**src/rtl/prog_clk_div.sv**
```systemverilog
`default_nettype none
// ============================================================================
// Module   : prog_clk_div
// Purpose  : Glitch-free programmable clock divider with three preset slots
//            and one runtime-loadable slot; slot changes adopted at wrap.
// Revision : 1.0 - initial release
// ============================================================================
module prog_clk_div #(
    parameter int CNT_W  = 16,
    parameter int P0_PER = 4245,
    parameter int P0_HI  = 849,
    parameter int P1_PER = 28121,
    parameter int P1_HI  = 5625,
    parameter int P2_PER = 1000,
    parameter int P2_HI  = 500,
    parameter int P3_PER = 100,
    parameter int P3_HI  = 20
) (
    input  logic             clk_in,
    input  logic             rst_n,
    input  logic             en,
    input  logic [1:0]       sel,
    input  logic             load,
    input  logic [CNT_W-1:0] period_in,
    input  logic [CNT_W-1:0] high_in,
    output logic             clk_out,
    output logic             tick,
    output logic [1:0]       sel_act
);

    function automatic bit preset_ok(input int per, input int hi);
        return (per >= 2) && (per <= (1 << CNT_W) - 1) && (hi >= 0) && (hi < per);
    endfunction

    localparam bit c_PRESETS_OK = preset_ok(P0_PER, P0_HI) && preset_ok(P1_PER, P1_HI) &&
                                  preset_ok(P2_PER, P2_HI) && preset_ok(P3_PER, P3_HI);

    if (!c_PRESETS_OK) begin : g_bad_preset
        $error("prog_clk_div: preset requires 2 <= PER <= 2^CNT_W-1 and HI < PER");
    end

    localparam logic [CNT_W-1:0] c_P0_PER = CNT_W'(P0_PER);
    localparam logic [CNT_W-1:0] c_P0_HI  = CNT_W'(P0_HI);
    localparam logic [CNT_W-1:0] c_P1_PER = CNT_W'(P1_PER);
    localparam logic [CNT_W-1:0] c_P1_HI  = CNT_W'(P1_HI);
    localparam logic [CNT_W-1:0] c_P2_PER = CNT_W'(P2_PER);
    localparam logic [CNT_W-1:0] c_P2_HI  = CNT_W'(P2_HI);
    localparam logic [CNT_W-1:0] c_P3_PER = CNT_W'(P3_PER);
    localparam logic [CNT_W-1:0] c_P3_HI  = CNT_W'(P3_HI);
    localparam logic [CNT_W-1:0] c_ONE    = CNT_W'(1);
    localparam logic [CNT_W-1:0] c_TWO    = CNT_W'(2);

    logic [CNT_W-1:0] r_cnt;
    logic [CNT_W-1:0] r_per_act;
    logic [CNT_W-1:0] r_hi_act;
    logic [CNT_W-1:0] r_per3;
    logic [CNT_W-1:0] r_hi3;
    logic [1:0]       r_sel_act;
    logic             r_clk_out;
    logic             r_tick;

    logic [CNT_W-1:0] w_nxt_per;
    logic [CNT_W-1:0] w_nxt_hi;
    logic [CNT_W-1:0] w_rst_per;
    logic [CNT_W-1:0] w_rst_hi;
    logic [CNT_W-1:0] w_ld_per;
    logic [CNT_W-1:0] w_ld_hi;
    logic             w_wrap;

    // Wrap reloads slot 3 from the shadow registers; reset uses the defaults.
    always_comb begin
        w_nxt_per = c_P0_PER;
        w_nxt_hi  = c_P0_HI;
        w_rst_per = c_P0_PER;
        w_rst_hi  = c_P0_HI;
        case (sel)
            2'd1: begin
                w_nxt_per = c_P1_PER;
                w_nxt_hi  = c_P1_HI;
                w_rst_per = c_P1_PER;
                w_rst_hi  = c_P1_HI;
            end
            2'd2: begin
                w_nxt_per = c_P2_PER;
                w_nxt_hi  = c_P2_HI;
                w_rst_per = c_P2_PER;
                w_rst_hi  = c_P2_HI;
            end
            2'd3: begin
                w_nxt_per = r_per3;
                w_nxt_hi  = r_hi3;
                w_rst_per = c_P3_PER;
                w_rst_hi  = c_P3_HI;
            end
            default: begin
                w_nxt_per = c_P0_PER;
                w_nxt_hi  = c_P0_HI;
            end
        endcase
    end

    assign w_ld_per = (period_in < c_TWO) ? c_TWO : period_in;
    assign w_ld_hi  = (high_in > (w_ld_per - c_ONE)) ? (w_ld_per - c_ONE) : high_in;
    assign w_wrap   = (r_cnt == (r_per_act - c_ONE));

    always_ff @(posedge clk_in) begin
        if (!rst_n) begin
            r_cnt     <= '0;
            r_clk_out <= 1'b0;
            r_tick    <= 1'b0;
            r_sel_act <= sel;
            r_per_act <= w_rst_per;
            r_hi_act  <= w_rst_hi;
            r_per3    <= c_P3_PER;
            r_hi3     <= c_P3_HI;
        end else begin
            if (en) begin
                r_clk_out <= (r_cnt < r_hi_act);
                r_tick    <= (r_cnt == '0);
                if (w_wrap) begin
                    r_cnt     <= '0;
                    r_sel_act <= sel;
                    r_per_act <= w_nxt_per;
                    r_hi_act  <= w_nxt_hi;
                end else begin
                    r_cnt <= r_cnt + c_ONE;
                end
            end else begin
                r_tick <= 1'b0;
            end
            if (load) begin
                r_per3 <= w_ld_per;
                r_hi3  <= w_ld_hi;
            end
        end
    end

    assign clk_out = r_clk_out;
    assign tick    = r_tick;
    assign sel_act = r_sel_act;

endmodule
`default_nettype wire

```
**config.mk**
```make
export PLATFORM = sky130hd
export DESIGN_NAME = prog_clk_div
export DESIGN_NICKNAME = d
export VERILOG_FILES = /design/src/rtl/prog_clk_div.sv
export SDC_FILE = /design/constraint.sdc
export NUM_CORES = 1
export LEC_CHECK = 0
export ABC_AREA = 1
export CAP_MARGIN = 20
export CORE_MARGIN = 8
export CORE_UTILIZATION = 43
export CTS_CLUSTER_SIZE = 40
export DETAILED_ROUTE_END_ITERATION = 12
export PLACE_DENSITY = 0.71
export SETUP_SLACK_MARGIN = 0.3
export SLEW_MARGIN = 15
export SYNTH_ARGS = -nofsm -noshare
export SYNTH_HDL_FRONTEND = slang
export SYNTH_SLANG_ARGS = --single-unit
```
**constraint.sdc**
```tcl
create_clock -name clk_in -period 3 [get_ports clk_in]
set_input_delay 0.3 -clock clk_in [delete_from_list [all_inputs] [get_ports clk_in]]
set_output_delay 0.3 -clock clk_in [all_outputs]
set_load 0.005 [all_outputs]
```
==> PnR_summary.wiki <==
{| class="wikitable"
! Metric !! Value
|-
| Share of the synthesized netlist area taken by xor and xnor gates || under 10%
|-
| N_diodes || 0
|-
| Total Die Area || ~17000 sq um
|-
| Worst setup path start || period_in[7]
|-
| Number of search-and-repair iterations in the first detailed-routing pass || 5
|-
| Final-report max-slew violation count || 0
|-
| Iter 0 DRT Violations || 343
|-
| Critical Path Start Type || input pin
|-
| Reported net switching power || roughly 0.00084 W
|-
| Post-route clock skew || between 0.008 and 0.009 ns
|-
| Number of distinct library cells after synthesis || 38
|-
| CTS buffer count || 9
|-
| Root Driver || sky130_fd_sc_hd__clkbuf_16
|-
| Half-perimeter wire length of the detailed placement result || roughly 10000 microns
|-
| EDFF count, synth || 34
|-
| Final RePlAce weighted congestion || 0.932
|-
| CP peak stage delay || 0.29 ns
|-
| Maximum count of clock buffers along a single path || 2
|-
| Critical Path End || r_hi3[8]
|-
| Detailed-route wire length || ~14000 microns
|-
| Worst-case headroom to the max-slew limit || about 62%
|-
| Final hold violation count || 0
|-
| RSZ-0062 raised after global routing || yes
|-
| Setup Viol. Count Final || 0
|-
| Worst-skew pair later-pin latency || approximately 0.34 ns
|-
| Cells after Synth || between 700 and 800
|-
| TritonCTS clock tree || built
|-
| Power Internal || around 0.0022 W
|-
| Die Width || ~130 microns
|-
| Number of buffers added on ports || 41
|-
| Post-route clock period utilization || between 90% and 100%
|-
| Top-count cell post-synth || sky130_fd_sc_hd__nand2_1
|-
| Category of the worst setup path capture point || flip-flop
|-
| Portion of total power attributed to combinational logic || roughly 20%
|-
| Net Count, Synth || 831
|-
| Portion of the post-synthesis area used by sequential elements || 37.1%
|-
| Global-route wire length before repair || 23400 microns
|-
| Area growth from synthesis to final layout || 30.6%
|-
| Setup CP Type || in2reg
|-
| Simple-gate share of the synthesized area || approximately 28%
|-
| Top cells by count, synth || 171 x sky130_fd_sc_hd__nand2_1, 99 x sky130_fd_sc_hd__inv_1, 78 x sky130_fd_sc_hd__nor2_1, 63 x sky130_fd_sc_hd__a21oi_1, 52 x sky130_fd_sc_hd__o21ai_0
|-
| Dominant register cell in the synthesized netlist || sky130_fd_sc_hd__dfxtp_1
|-
| Remaining global-route overflow || 0
|-
| Number of stages on the worst setup path || 24
|-
| Fin util || a little under three fifths
|-
| Post-synth ARST share || 0%
|-
| Worst Max-Slew Pin Slew || between 0.5 and 0.6 ns
|-
| Post-synth top area share || 18.8%
|-
| Number of clock sinks || 84
|-
| Largest net degree at the start of global routing || 38
|-
| Final sum of negative setup slack || 0 ns
|-
| Launch point of the worst reg-to-reg path || r_per_act[0]
|-
| Arr. time, crit path || slightly above 3 ns
|-
| Destination of the worst register-to-register timing path || r_hi_act[3]
|-
| Count of filler cells inserted in the layout || between 1000 and 1500
|-
| CTS HTree Levels || 3
|-
| Outcome || finished, final reports clean
|-
| Number of antenna violations at the first check in global routing || 0
|-
| Row count || 41
|-
| Cell leakage power || between 3 and 4 nW
|-
| Remaining antenna violation count || 0
|-
| Overall routing resource usage || ~18%
|-
| Number of cells on the worst reg-to-reg path || 13
|-
| Fmax achieved || between 300 and 400 MHz
|-
| Starting Density || 43.5%
|-
| Fraction of layout cells with a size suffix above 1 || 20.0%
|-
| Worst slack on hold paths || roughly 0.37 ns
|-
| Height of the die || roughly 130 microns
|-
| Total number of nets in the final design || 946
|-
| Largest family of logic cells by synthesized area || simple AND/OR/NAND/NOR gates
|-
| Most used cell along the critical path || sky130_fd_sc_hd__nand2_1
|-
| Clock share of power || between 30% and 40%
|-
| Total Power Consumption || between 0.003 and 0.004 W
|-
| Adder-cell share of the synthesized area || 9.19%
|-
| Core Region || between 10000 and 15000 sq um
|-
| Complex-gate fraction of the synthesized area || between 10% and 20%
|-
| Post-CTS Hold Fix Bufs || 0
|-
| Cell type contributing the most total cell area after synthesis || sky130_fd_sc_hd__edfxtp_1
|-
| Average wire per standard cell || 13.4 microns
|-
| Switching share of power || 27.8%
|-
| Ratio of total power to cell area || ~430 nW/um^2
|-
| Mux share of post-synthesis cell area || 0%
|-
| Number of I/O pins || 42
|-
| Clock-pin slew of the registers on the worst-case setup and hold paths || 0.07 ns
|-
| Crit path required time || 3.27 ns
|-
| Clock period minus worst slack || between 2 and 3 ns
|-
| Peak ir drop on the vdd network || between 200 and 300 uV
|-
| Number of violations of the max-capacitance limit || 0
|-
| Syn Std Cell Area || around 5400 sq um
|-
| Total buffers and inverters traversed by the critical path || 5
|-
| CP Max Fanout || 6
|-
| Sequential cell fraction of total power || 43.1%
|-
| Leading post-synthesis cells by cell area || sky130_fd_sc_hd__edfxtp_1 19%, sky130_fd_sc_hd__dfxtp_1 18%, sky130_fd_sc_hd__nand2_1 12%, sky130_fd_sc_hd__ha_1 9.2%, sky130_fd_sc_hd__inv_1 6.8%
|-
| Count of warnings emitted by yosys || 0
|-
| Synth Area per Inst || just over 7 sq um
|-
| Worst Hold Class || in2reg
|-
| Total number of vias || 5218
|-
| Number of design rule violations left after detail routing || 0
|-
| CP delay by family, top || simple AND/OR/NAND/NOR gates
|-
| Via density per instance || 4.99
|-
| Startpoint of the most critical hold path || period_in[11]
|-
| Register bit count reported by yosys || 84
|-
| Setup slack on the worst flop-to-flop path || between 0.5 and 0.6 ns
|-
| Vias in the first global route || around 5000
|-
| Master of the slowest instance on the critical path || sky130_fd_sc_hd__ha_1
|-
| Critical-path cell list || buf_2, inv_2, nand2_2, nor2_4, buf_4, a31oi_4, ha_4, nand3_4, nor2_4, nand3_2, xor2_2, ha_1, nand2_2, nor2_2, nand2_1, nor2_1, nand2_1, nand3_2, nand2_4, buf_6, buf_4, o21ai_2, nand2_1, a21oi_1
|}
logic make-up after synthesis:
group           after synthesis
simple gates                350
xor+xnor                     28
compound gates              128
buf+inv                     123
flops                        84
fa+ha+maj                    40
worst min-delay path by stage:
stage	endpoint	slack, ns	cells past startpoint
global route	r_per3[8]	0.39	4
finish	r_per3[11]	0.37	4
CTS	r_per3[11]	0.35	4
global placement	r_hi3[4]	0.45	2
detailed placement	r_hi3[4]	0.45	2
floorplan	sel_act[0]	0.40	0
cells in the final DEF (no fill, tap or decap), types with 2 or more instances in the layout:
cell                              Yosys  routed
sky130_fd_sc_hd__a21oi_1             63      59
sky130_fd_sc_hd__nor2_1              78      67
sky130_fd_sc_hd__inv_1               99      95
sky130_fd_sc_hd__o21bai_1             2       2
sky130_fd_sc_hd__clkbuf_16            0       9
sky130_fd_sc_hd__nand2_2              2       7
sky130_fd_sc_hd__o21ai_1              1       8
sky130_fd_sc_hd__nand2_1            171     164
sky130_fd_sc_hd__xor2_1              21      19
sky130_fd_sc_hd__o211ai_1             4       4
sky130_fd_sc_hd__nand4_1             17      17
sky130_fd_sc_hd__ha_1                40      39
sky130_fd_sc_hd__nand2_4              1       3
sky130_fd_sc_hd__nor3_1              11      11
sky130_fd_sc_hd__inv_6                0       2
sky130_fd_sc_hd__buf_6                0       9
sky130_fd_sc_hd__o21ai_0             52      41
sky130_fd_sc_hd__o21ai_2              0       4
sky130_fd_sc_hd__a211oi_1             2       2
sky130_fd_sc_hd__clkdlybuf4s50_1      0      26
sky130_fd_sc_hd__dlygate4sd2_1        0       2
sky130_fd_sc_hd__buf_2                4       6
sky130_fd_sc_hd__nand3_2              0       3
sky130_fd_sc_hd__clkinvlp_4           0       3
sky130_fd_sc_hd__xor2_2               0       2
sky130_fd_sc_hd__buf_4                0      79
sky130_fd_sc_hd__nor2_4               3      11
sky130_fd_sc_hd__a21oi_2              1       5
sky130_fd_sc_hd__nand3_1             47      43
sky130_fd_sc_hd__edfxtp_1            34      34
sky130_fd_sc_hd__xnor2_1              7       7
sky130_fd_sc_hd__inv_2                1       4
sky130_fd_sc_hd__nor2_2              14      17
sky130_fd_sc_hd__dfxtp_1             50      50
flip-flops by register name (all words and copies together), names as in the netlist:
signal	flops
r_hi_act	16
sel_act	2
clk_out	1
tick	1
r_per_act	16
r_cnt	16
r_hi3	16
r_per3	16
cell type report:
cell class | instances | area, sq um | share of cell area, %
Sequential cell | 84 | 2020 | 28.4
Clock inverter | 6 | 71.3 | 1.00
Inverter | 102 | 388 | 5.45
Tap cell | 172 | 215 | 3.03
Clock buffer | 10 | 229 | 3.22
Multi-Input combinational cell | 546 | 3140 | 44.1
Timing Repair Buffer | 125 | 1050 | 14.7
per-layer routing:
layer | track usage (%) | share of wire [%] | up-vias
met5 | 0 | 0 | -
met4 | 6.15 | 2.2 | 0
met3 | 3.27 | 4.0 | 25
met2 | 30.6 | 49 | 131
met1 | 21.2 | 45 | 2360
li1 | - | - | 2702
power by group through the flow:
stage | Clock, W | Combinational [W] | Sequential [W]
after floorplan | 0 | 0.000321 | 0.00132
after global placement | 0 | 0.000521 | 0.00133
after detailed placement | 0 | 0.000529 | 0.00133
after CTS | 0.00114 | 0.000570 | 0.00131
after global routing | 0.00120 | 0.000662 | 0.00131
final | 0.00113 | 0.000592 | 0.00131
repair_timing:
item | CTS | global route
gates resized for setup | 87 | 12
setup buffers | 28 | 2
setup endpoints to repair | 16 | 16
pin swaps | 30 | 22
per-stage QoR:
step / cells / area (sq um) / worst slack [ns]
finish: 1045 / 7110 / 0.196
global route: 1045 / 7110 / 0.0253
CTS: 1043 / 7040 / 0.181
detailed placement: 999 / 6480 / -0.548
global placement: 999 / 6480 / -0.465
floorplan: 753 / 5560 / 0.0923
worst min-delay path, cell delays in order:
cell and delay, ns:
sky130_fd_sc_hd__buf_6 0.08, sky130_fd_sc_hd__buf_4 0.12, sky130_fd_sc_hd__inv_1 0.05, sky130_fd_sc_hd__a21oi_1 0.12
Note: power is estimated with default switching activity, not from simulation.
